$ cat src/rtl/mem_arb_pkg.sv
// Shared types for the fetch/data memory port arbiter: FSM states, owner codes
// and the default starvation limit.
package mem_arb_pkg;

  typedef enum logic [1:0] {
    IDLE    = 2'd0,
    BUSY_IF = 2'd1,
    BUSY_DM = 2'd2
  } state_e;

  localparam logic [1:0] OWN_IDLE = 2'b00;
  localparam logic [1:0] OWN_IF   = 2'b01;
  localparam logic [1:0] OWN_DM   = 2'b10;

  localparam int MAX_WAIT_DEF = 4;

  // Clamp the starvation limit into the range a 4-bit counter can reach.
  function automatic logic [3:0] wait_lim(input int m);
    if (m < 1)  return 4'd1;
    if (m > 15) return 4'd15;
    return 4'(m);
  endfunction

endpackage

$ cat src/rtl/mem_arb_wait_cnt.sv
// Saturating count of data grants made while a fetch was left waiting.
module mem_arb_wait_cnt
  import mem_arb_pkg::*;
#(
  parameter logic [3:0] LIMIT = wait_lim(MAX_WAIT_DEF)
) (
  input  logic       clk_i,
  input  logic       rst_i,
  input  logic       inc_i,
  input  logic       clr_i,
  output logic [3:0] cnt_o
);

  always_ff @(posedge clk_i or posedge rst_i) begin
    if (rst_i)                        cnt_o <= 4'd0;
    else if (clr_i)                   cnt_o <= 4'd0;
    else if (inc_i && cnt_o < LIMIT)  cnt_o <= cnt_o + 4'd1;
  end

endmodule

$ cat src/rtl/mem_port_arbiter.sv
// Arbitrates a fetch port and a data port onto one shared memory port.
// Define ARB_STARVE_GUARD_EN to bound how long data traffic may starve fetch.
module mem_port_arbiter
  import mem_arb_pkg::*;
#(
  parameter int ADDR_W   = 32,
  parameter int DATA_W   = 32,
  parameter int MAX_WAIT = MAX_WAIT_DEF
) (
  input  logic              clk_i,
  input  logic              rst_i,
  input  logic              if_req_i,
  input  logic [ADDR_W-1:0] if_addr_i,
  output logic [DATA_W-1:0] if_rdata_o,
  output logic              if_ack_o,
  input  logic              dm_req_i,
  input  logic              dm_we_i,
  input  logic [ADDR_W-1:0] dm_addr_i,
  input  logic [DATA_W-1:0] dm_wdata_i,
  output logic [DATA_W-1:0] dm_rdata_o,
  output logic              dm_ack_o,
  output logic              port_req_o,
  output logic              port_we_o,
  output logic [ADDR_W-1:0] port_addr_o,
  output logic [DATA_W-1:0] port_wdata_o,
  input  logic [DATA_W-1:0] port_rdata_i,
  input  logic              port_ready_i,
  output logic              stall_o,
  output logic [1:0]        owner_o
);

  localparam logic [3:0] WAIT_LIM = wait_lim(MAX_WAIT);

  state_e     state_q, state_d;
  logic       if_q, dm_q, arb_ok, grant_if, grant_dm, done, wait_full;
  logic [3:0] wait_cnt;

  assign if_q    = if_req_i & ~if_ack_o;
  assign dm_q    = dm_req_i & ~dm_ack_o;
  assign stall_o = if_q | dm_q;

  // The ack cycle is a turnaround: nothing is granted while either ack is high.
  assign arb_ok    = (state_q == IDLE) & ~(if_ack_o | dm_ack_o);
  assign wait_full = (wait_cnt >= WAIT_LIM);
  assign grant_dm  = arb_ok & dm_q & ~(if_q & wait_full);
  assign grant_if  = arb_ok & if_q & ~grant_dm;
  assign done      = (state_q != IDLE) & port_ready_i;

`ifdef ARB_STARVE_GUARD_EN
  logic wait_inc, wait_clr;
  assign wait_inc = grant_dm & if_req_i;
  assign wait_clr = grant_if | ((state_q == IDLE) & ~if_req_i);

  mem_arb_wait_cnt #(.LIMIT(WAIT_LIM)) u_wait_cnt (
    .clk_i (clk_i),
    .rst_i (rst_i),
    .inc_i (wait_inc),
    .clr_i (wait_clr),
    .cnt_o (wait_cnt)
  );
`else
  assign wait_cnt = 4'd0;
`endif

  always_ff @(posedge clk_i or posedge rst_i) begin
    if (rst_i) state_q <= IDLE;
    else       state_q <= state_d;
  end

  always_comb begin
    state_d = state_q;
    owner_o = OWN_IDLE;
    case (state_q)
      IDLE: begin
        if (grant_dm)      state_d = BUSY_DM;
        else if (grant_if) state_d = BUSY_IF;
      end
      BUSY_IF: begin
        owner_o = OWN_IF;
        if (port_ready_i) state_d = IDLE;
      end
      BUSY_DM: begin
        owner_o = OWN_DM;
        if (port_ready_i) state_d = IDLE;
      end
      default: state_d = IDLE;
    endcase
  end

  // Port fields are only loaded on a grant, so they hold while port_req_o is low.
  always_ff @(posedge clk_i or posedge rst_i) begin
    if (rst_i) begin
      port_req_o   <= 1'b0;
      port_we_o    <= 1'b0;
      port_addr_o  <= '0;
      port_wdata_o <= '0;
      if_ack_o     <= 1'b0;
      dm_ack_o     <= 1'b0;
      if_rdata_o   <= '0;
      dm_rdata_o   <= '0;
    end else begin
      if_ack_o <= 1'b0;
      dm_ack_o <= 1'b0;
      if (grant_dm) begin
        port_req_o   <= 1'b1;
        port_we_o    <= dm_we_i;
        port_addr_o  <= dm_addr_i;
        port_wdata_o <= dm_wdata_i;
      end else if (grant_if) begin
        port_req_o   <= 1'b1;
        port_we_o    <= 1'b0;
        port_addr_o  <= if_addr_i;
        port_wdata_o <= '0;
      end else if (done) begin
        port_req_o <= 1'b0;
        if (state_q == BUSY_IF) begin
          if_ack_o   <= 1'b1;
          if_rdata_o <= port_rdata_i;
        end else begin
          dm_ack_o <= 1'b1;
          if (!port_we_o) dm_rdata_o <= port_rdata_i;
        end
      end
    end
  end

endmodule

$ cat config.mk
export PLATFORM = sky130hd
export DESIGN_NAME = mem_port_arbiter
export DESIGN_NICKNAME = d
export VERILOG_FILES = /design/src/rtl/mem_arb_pkg.sv /design/src/rtl/mem_arb_wait_cnt.sv /design/src/rtl/mem_port_arbiter.sv
export SDC_FILE = /design/constraint.sdc
export NUM_CORES = 1
export LEC_CHECK = 0
export BUFFER_PORTS_ARGS = -buffer_cell sky130_fd_sc_hd__buf_4
export CORE_ASPECT_RATIO = 2
export CORE_MARGIN = 2
export CORE_UTILIZATION = 46
export DETAILED_ROUTE_END_ITERATION = 12
export HOLD_SLACK_MARGIN = 0.15
export PLACE_DENSITY_LB_ADDON = 0.3
export SLEW_MARGIN = 20
export SYNTH_ARGS = -nofsm -noshare
export SYNTH_HDL_FRONTEND = slang
export SYNTH_SLANG_ARGS = --single-unit
$ cat constraint.sdc
create_clock -name clk_i -period 5.2 [get_ports clk_i]
set_clock_uncertainty 0.2 [all_clocks]
set_input_delay 1.04 -clock clk_i [delete_from_list [all_inputs] [get_ports clk_i]]
set_output_delay 1.04 -clock clk_i [all_outputs]
set_load 0.1 [all_outputs]
Word level (Yosys, flattened, before mapping) --
Index checks and enable logic that the tools add are counted.
Cells by class: eq/ne operators 4, muxes and demuxes 22, bitwise gates (word level) 16, reductions and logical operators 8
Operators with widths (number):
- 32-bit 2-to-1 mux | 4
- 1-bit 2-to-1 mux | 13
- 2-bit case mux with 2 select lines | 2
- 1-bit AND | 7
- 1-bit inverter | 7
- 2-bit 2-to-1 mux | 3
- 5-bit AND reduction | 1
- 4-bit AND reduction | 1
- 2-bit nonzero test | 2
- 3-bit inequality test, second input constant | 1
- 3-bit nonzero test | 1
- 2-bit by 1-bit equality test with 1-bit output, second input constant | 1
- 2-bit equality test, second input constant | 1
- 2-bit zero test | 1
- 2-bit by 1-bit inequality test with 1-bit output, second input constant | 1
- 1-bit OR | 2
- 2-bit AND reduction | 1
- 2-bit OR reduction | 1
Storage, ports and cells: flip-flop bits (word level) 134, output and inout port bits 135, word-level logic and storage cells 59

Logic depth before layout (Yosys ltp) --
Gate-level depths: netlist of run 1.
depth after elaboration 9, mapped depth 7, gate-level depth less buffers 5

Worst setup path before layout of run 1 --
No wires, ideal clock.
path kind in2out, from in if_req_i, to out stall_o, arrival 3.085 ns, path slack 0.875 ns, cell stages on the path 4, cell sequence clkbuf_1 -> clkbuf_1 -> inv_1 -> o22ai_1
Between the ends: word-level cells in the longest chain between the ends 2
RTL lines:
- from (decl) | RTL line mem_port_arbiter.sv:12 | input logic if_req_i,
- 1-bit AND | RTL line mem_port_arbiter.sv:38 | assign if_q = if_req_i & ~if_ack_o;
- 1-bit OR | RTL line mem_port_arbiter.sv:40 | assign stall_o = if_q | dm_q;
- to (decl) | RTL line mem_port_arbiter.sv:28 | output logic stall_o,
Every way passes these cells.

Worst setup path after layout of run 1 --
from in dm_req_i, to out stall_o
Between the ends: word-level cells in the longest chain between the ends 2
RTL lines:
- from (decl) | RTL line mem_port_arbiter.sv:16 | input logic dm_req_i,
- 1-bit AND | RTL line mem_port_arbiter.sv:39 | assign dm_q = dm_req_i & ~dm_ack_o;
- 1-bit OR | RTL line mem_port_arbiter.sv:40
Every way passes these cells.

==> metrics.log, run 1 <==
[metrics] sum of negative setup slack: 0 ns
[metrics] maximum level of the CTS H-tree: 4
[metrics] via count normalized by instance count: 5.36
[metrics] Area contributors post-synth: dfrtp_1 (61%), mux2_2 (13%), a22o_1 (5.3%)
[metrics] crit path DAT: 2.17 ns
[metrics] PnR worst setup slack: 1.79 ns
[metrics] Sinks on Clock Net: 134
[metrics] Critical Path Slowest Stage Cell: buf_4
[metrics] cells traversed along the worst timing path: buf_4 > clkinv_1 > buf_4 > o22ai_1 > buf_4
[metrics] setup slack at placement: 1.82 ns
[metrics] number of flip-flops and latches in the synthesized netlist: 134
[metrics] most frequent CP cell: buf_4
[metrics] Top FF cell, synth: dfrtp_1
[metrics] number of antenna violations at the first check in global routing: 0
[metrics] global-route layer with the greatest usage: met2
[metrics] CP startpoint kind: primary input
[metrics] R2R Path End: port_wdata_o[5]
[metrics] # IOs: 269
[metrics] R2R Setup Slk: 2.97 ns
[metrics] Reg2Reg Launch Point: state_q[0]
[metrics] post-detailed-placement half-perimeter wirelength: 10,800 um
[metrics] top cell type by total area after synthesis: dfrtp_1
[metrics] fraction of final layout cells sized beyond drive strength 1: 0.564
[metrics] Hold Path Origin: port_req_o
[metrics] Commonest cells post-synth: dfrtp_1 (134), mux2_2 (62), a22o_1 (33), a31oi_1 (32), and2_1 (31)
[metrics] wirelength, routed: 14,900 um
[metrics] share of synthesized area occupied by flip-flops and latches: 0.615
[metrics] most frequent cell after synthesis: dfrtp_1
[metrics] library cells used by synthesis: 34
[metrics] total area of sequential cells: 3350 um^2
[metrics] core area: 11,600 um^2
[metrics] full die area: 12,800 um^2
[metrics] number of resized instances in the post-cts repair step: 0
[metrics] worst-skew pair later-pin latency: 0.39 ns
[metrics] gpl congestion: 0.823
[metrics] met1 global-route usage: 0.254
[metrics] layout overhead on the synthesized area: 48.7%
[metrics] Clock Tree Root: clkbuf_16
[metrics] Period minus WS final: 3.41 ns
[metrics] Setup-failing EPs final: 0
[metrics] EDFF count, synth: 0
[metrics] share of async-settable or async-resettable flops after synthesis: 1.00
[metrics] Period Utilization, post-route: 0.656
[metrics] TritonCTS clock tree: done
[metrics] layout net count: 786
[metrics] antenna cell count: 0
[metrics] DRC violation count after routing: 0
[metrics] Detailed Routing Iterations Pass 1: 4
[metrics] number of max-cap violations: 0
[metrics] hold buffers post-CTS: 0
[metrics] die width: 81.0 um
[metrics] clock buffer depth: 2
[metrics] total congestion overflow after global routing: 0
[metrics] run status: complete, no violations
[metrics] data required time at the worst endpoint: 3.96 ns
[metrics] number of setup buffers added after CTS: 0
[metrics] Antenna Violating Nets Remaining: 0
[metrics] wire length of the first global-routing pass: 22,300 um
[metrics] CP Buf/Inv Count: 4
[metrics] Syn. warnings: 0
[metrics] cell type group with the largest total delay on the critical path: buffers and inverters
[metrics] height of the chip: 158 um
[metrics] overall fraction of global-route tracks in use: 0.229
[metrics] number of filler cells placed in the layout: 842
[metrics] row cnt: 56
[metrics] netlist area before placement: 5450 um^2
[metrics] min-delay worst type: flop to flop
[metrics] worst-case reg-to-reg path depth: 5
[metrics] Cells on Worst Hold Path: 2
[metrics] Slew headroom: 0.441
[metrics] First DRT Iteration DRCs: 196
[metrics] top cell type's share of synthesized area: 0.615
[metrics] vias in the first global route: 4,542
[metrics] achievable clock frequency: 0.293 GHz
[metrics] setup repair after global routing missed its margin: false
[metrics] Fin. Hold Viols: 0
[metrics] maximum single-stage delay on the critical path: 0.31 ns
[metrics] clock transition time at the flip-flop clock pins of the worst setup and hold paths: 0.05 ns
[metrics] Post-Synthesis Mean Instance Area: 14.0 um^2
[metrics] net count of the mapped netlist: 526
[metrics] critical-path maximum fanout: 36
[metrics] max-slew violation count: 0
[metrics] WHS Endpoint: port_req_o
[metrics] starting density of the core: 0.469
[metrics] total of buffers placed on input and output ports: 268
[metrics] fraction of met2 tracks used by global routing: 0.398
[metrics] number of cells produced by synthesis: 389
[metrics] startpoint-to-endpoint class of the critical path: primary input to output pin
[metrics] detailed-route wire length per cell: 18.5 um
[metrics] number of vias in the routed layout: 4,323
[metrics] global-route met3 utilization: 0.0718
[metrics] pin slew with the least headroom to its limit: 0.838 ns
[metrics] Critical Path Sink Type: output pin
[metrics] pin count of the biggest net entering global routing: 99
[metrics] TritonCTS buffer count: 17
[metrics] multi-input logic area: 1900 um^2
how the worst max path moves through the flow:
stage | from | cells after the start | slack (ns) | end
2_1_floorplan | rst_i | 1 | 0.38 | dm_ack_o
3_3_place_gp | dm_req_i | 5 | 1.82 | stall_o
3_5_place_dp | dm_req_i | 5 | 1.82 | stall_o
4_1_cts | dm_req_i | 5 | 1.81 | stall_o
5_1_grt | dm_req_i | 5 | 1.70 | stall_o
6_report | dm_req_i | 5 | 1.79 | stall_o
cells in the final DEF, fill, tap and decap left out, types with 2 or more instances in the layout:
cell type,count
inv_6,4
and2_1,31
inv_1,4
dfrtp_1,134
mux2_1,2
a31oi_1,32
nand2_1,4
a22o_1,33
ha_1,3
clkinv_4,3
clkbuf_16,17
nor2_1,2
clkinvlp_4,4
o2bb2ai_1,30
bufinv_16,3
mux2_2,62
buf_4,273
registers in the layout, indices dropped and copies added, names as in the netlist:
name,flops
dm_ack_o,1
dm_rdata_o,32
if_ack_o,1
state_q,2
port_wdata_o,32
if_rdata_o,32
port_addr_o,32
port_we_o,1
port_req_o,1
area by class of cell:
class | count | area share
clock buffers | 17 | 0.0525
clock inverters | 14 | 0.0219
inverters | 6 | 0.00339
multi-input cells | 217 | 0.234
flip-flops and latches | 134 | 0.413
well taps | 145 | 0.0224
repair buffers | 273 | 0.253
stage by stage:
step           hold slack [ns]  cells  cell area [um^2]  utilization
4_1_cts                  0.293    806              8110        0.697
3_5_place_dp             0.276    775              7510        0.645
5_1_grt                  0.303    806              8110        0.697
2_1_floorplan            0.319    389              5450            -
6_report                 0.290    806              8110        0.697
3_3_place_gp             0.263    775              7500        0.645
worst min-delay path: stages, from the launching register on:
cell     delay (ns)
dfrtp_1        0.34
nand2_1        0.05
nand2_1        0.06
layer usage:
metal	up-vias	part of all wire
met4	0	0.031
met3	32	0.076
met2	191	0.54
met5	-	0
li1	1959	-
met1	2141	0.36
kinds of logic after synthesis:
group	after synthesis	share of synthesized area
compound gates	102	0.148
fa+ha+maj	3	0.00688
buf+inv	38	0.0388
flops	134	0.615
mux	64	0.132
simple gates	48	0.0590
Power of run 1 is not shown: default switching activity piles up to over one toggle a cycle in this logic, so the estimate is an artifact.
==> run 2, diff against run 1 <==
CORE_UTILIZATION = 41   (was 46)
clock period = 2.8 ns   (was 5.2 ns; I/O delays follow)
==> run 2 against run 1 <==
  * Count of clock-buffer cells in the layout increased by 1
  * Global-route usage decreased by 1.3 points
  * Flip-flop and latch count stayed put
  * Setup slack lost 1.4 ns
  * Utilization decreased by 6.8 points
  * Cell count grew 1.4%
  * Via count grew 0.23%
  * Register-to-register slack worse by 2.6 ns
  * Critical path type is now flop to flop
  * Largest cell class unchanged
  * Hold slack worse by 0.12 ns
  * Critical path depth rose by 1
==> metrics.log, run 2 (synthesis results as in run 1) <==
[metrics] overall fraction of global-route tracks in use: 0.216
[metrics] R2R Setup Slk: 0.39 ns
[metrics] Period minus WS final: 2.41 ns
[metrics] wirelength, routed: 15,400 um
[metrics] height of the chip: 167 um
[metrics] Hold Path Origin: dm_wdata_i[19]
[metrics] WHS Endpoint: port_wdata_o[19]
[metrics] detailed-route wire length per cell: 18.8 um
[metrics] gpl congestion: 0.834
[metrics] First DRT Iteration DRCs: 141
[metrics] amount of wire on met2 after detailed routing: 8370 um
[metrics] starting density of the core: 0.420
[metrics] maximum single-stage delay on the critical path: 0.44 ns
[metrics] Reg2Reg Launch Point: state_q[1]
[metrics] critical-path maximum fanout: 34
[metrics] Antenna Violating Nets Remaining: 0
[metrics] Cells on Worst Hold Path: 2
[metrics] number of antenna violations at the first check in global routing: 0
[metrics] data required time at the worst endpoint: 2.89 ns
[metrics] achievable clock frequency: 0.416 GHz
[metrics] number of vias in the routed layout: 4,333
[metrics] # IOs: 269
[metrics] die width: 85.5 um
[metrics] TritonCTS buffer count: 17
[metrics] number of filler cells placed in the layout: 1,033
[metrics] crit path DAT: 2.50 ns
[metrics] Sinks on Clock Net: 134
[metrics] sum of negative setup slack: 0 ns
[metrics] metal1 wirelength: 5430 um
[metrics] total area of sequential cells: 3350 um^2
[metrics] clock buffer depth: 2
[metrics] worst-case reg-to-reg path depth: 6
[metrics] via count normalized by instance count: 5.30
[metrics] maximum level of the CTS H-tree: 4
[metrics] logic depth of the worst setup path including buffers: 6
[metrics] Setup-failing EPs final: 0
[metrics] TritonCTS clock tree: done
[metrics] DRC violation count after routing: 0
[metrics] Fin. Hold Viols: 0
[metrics] CP startpoint kind: flop
[metrics] startpoint-to-endpoint class of the critical path: flop to flop
[metrics] routed wl met3: 1290 um
[metrics] pin slew with the least headroom to its limit: 0.694 ns
[metrics] Slew headroom: 0.536
[metrics] cells traversed along the worst timing path: inv_1 > ha_1 > nor3b_4 > nand2_2 > buf_12 > a22o_1
[metrics] total congestion overflow after global routing: 0
[metrics] layout net count: 791
[metrics] wire length of the first global-routing pass: 24,200 um
[metrics] Period Utilization, post-route: 0.859
[metrics] row cnt: 59
[metrics] full die area: 14,300 um^2
[metrics] Critical Path Slowest Stage Cell: nand2_2
[metrics] cell type group with the largest total delay on the critical path: simple AND/OR/NAND/NOR gates
[metrics] multi-input logic area: 1900 um^2
[metrics] most common cell after layout, fill and taps aside: buf_4
[metrics] CP Buf/Inv Count: 2
[metrics] layout overhead on the synthesized area: 49.9%
[metrics] setup repair after global routing missed its margin: false
[metrics] commonest non-fill, non-tap cells in the layout: buf_4 (273), dfrtp_1 (134), mux2_2 (62), a22o_1 (33), a31oi_1 (32)
[metrics] antenna cell count: 0
[metrics] worst-skew pair later-pin latency: 0.40 ns
[metrics] min-delay worst type: primary input to flop
[metrics] Detailed Routing Iterations Pass 1: 4
[metrics] number of max-cap violations: 0
[metrics] Clock Tree Root: clkbuf_16
[metrics] R2R Path End: port_wdata_o[22]
[metrics] vias in the first global route: 4,752
[metrics] Critical Path Sink Type: flop
[metrics] uppermost metal layer occupied by signal nets: met4
[metrics] number of resized instances in the post-cts repair step: 0
[metrics] pin count of the biggest net entering global routing: 55
[metrics] clock transition time at the flip-flop clock pins of the worst setup and hold paths: 0.06 ns
[metrics] final hold slack: 0.172 ns
[metrics] run status: complete, no violations
[metrics] post-detailed-placement half-perimeter wirelength: 11,300 um
[metrics] total of buffers placed on input and output ports: 268
[metrics] core area: 13,000 um^2
[metrics] max-slew violation count: 0
[metrics] fraction of final layout cells sized beyond drive strength 1: 0.565
[run 2: cell count changes in the layout (fill, tap and decap cells not counted), sizes merged]
cell	change
buf	+4
clkinv	+2
inv	-2
bufinv	-1
clkbuf	+1
clkinvlp	-1
dlygate4sd3	+1
[run 2: per-stage QoR]
step / setup WS (ns) / instance area (um^2) / util / cells
after floorplan: 0.0886 / 5460 / - / 389
after global placement: 0.538 / 7600 / 0.585 / 786
after detailed placement: 0.411 / 7600 / 0.585 / 786
after CTS: 0.393 / 8180 / 0.629 / 817
after global routing: 0.235 / 8180 / 0.629 / 817
final: 0.394 / 8180 / 0.629 / 817
[run 2: cell type report]
class | instances | area share
inverters | 6 | 0.00321
clock inverters | 12 | 0.0159
clock buffers | 18 | 0.0537
well taps | 152 | 0.0233
flip-flops and latches | 134 | 0.410
repair buffers | 278 | 0.262
multi-input cells | 217 | 0.232
[run 2: per-layer routing]
metal  up-vias  track usage
li1       1960            -
met1      2151        0.227
met2       200        0.390
met3        22       0.0720
met4         0       0.0794
met5         -            0
[run 2: repair_timing]
action / CTS / global route
hold endpoints to repair: 28 / 0
setup buffers: 0 / 0
hold buffers: 1 / 0
[run 2: how the worst max path moves through the flow]
stage / start / to / slack [ns]
after detailed placement: state_q[1] / port_wdata_o[22] / 0.41
final: state_q[1] / port_wdata_o[22] / 0.39
after floorplan: if_req_i / stall_o / 0.09
after CTS: state_q[1] / port_wdata_o[22] / 0.39
after global routing: state_q[1] / port_wdata_o[22] / 0.23
after global placement: if_req_i / port_wdata_o[18] / 0.54
Power of run 2 is left out for the same reason.
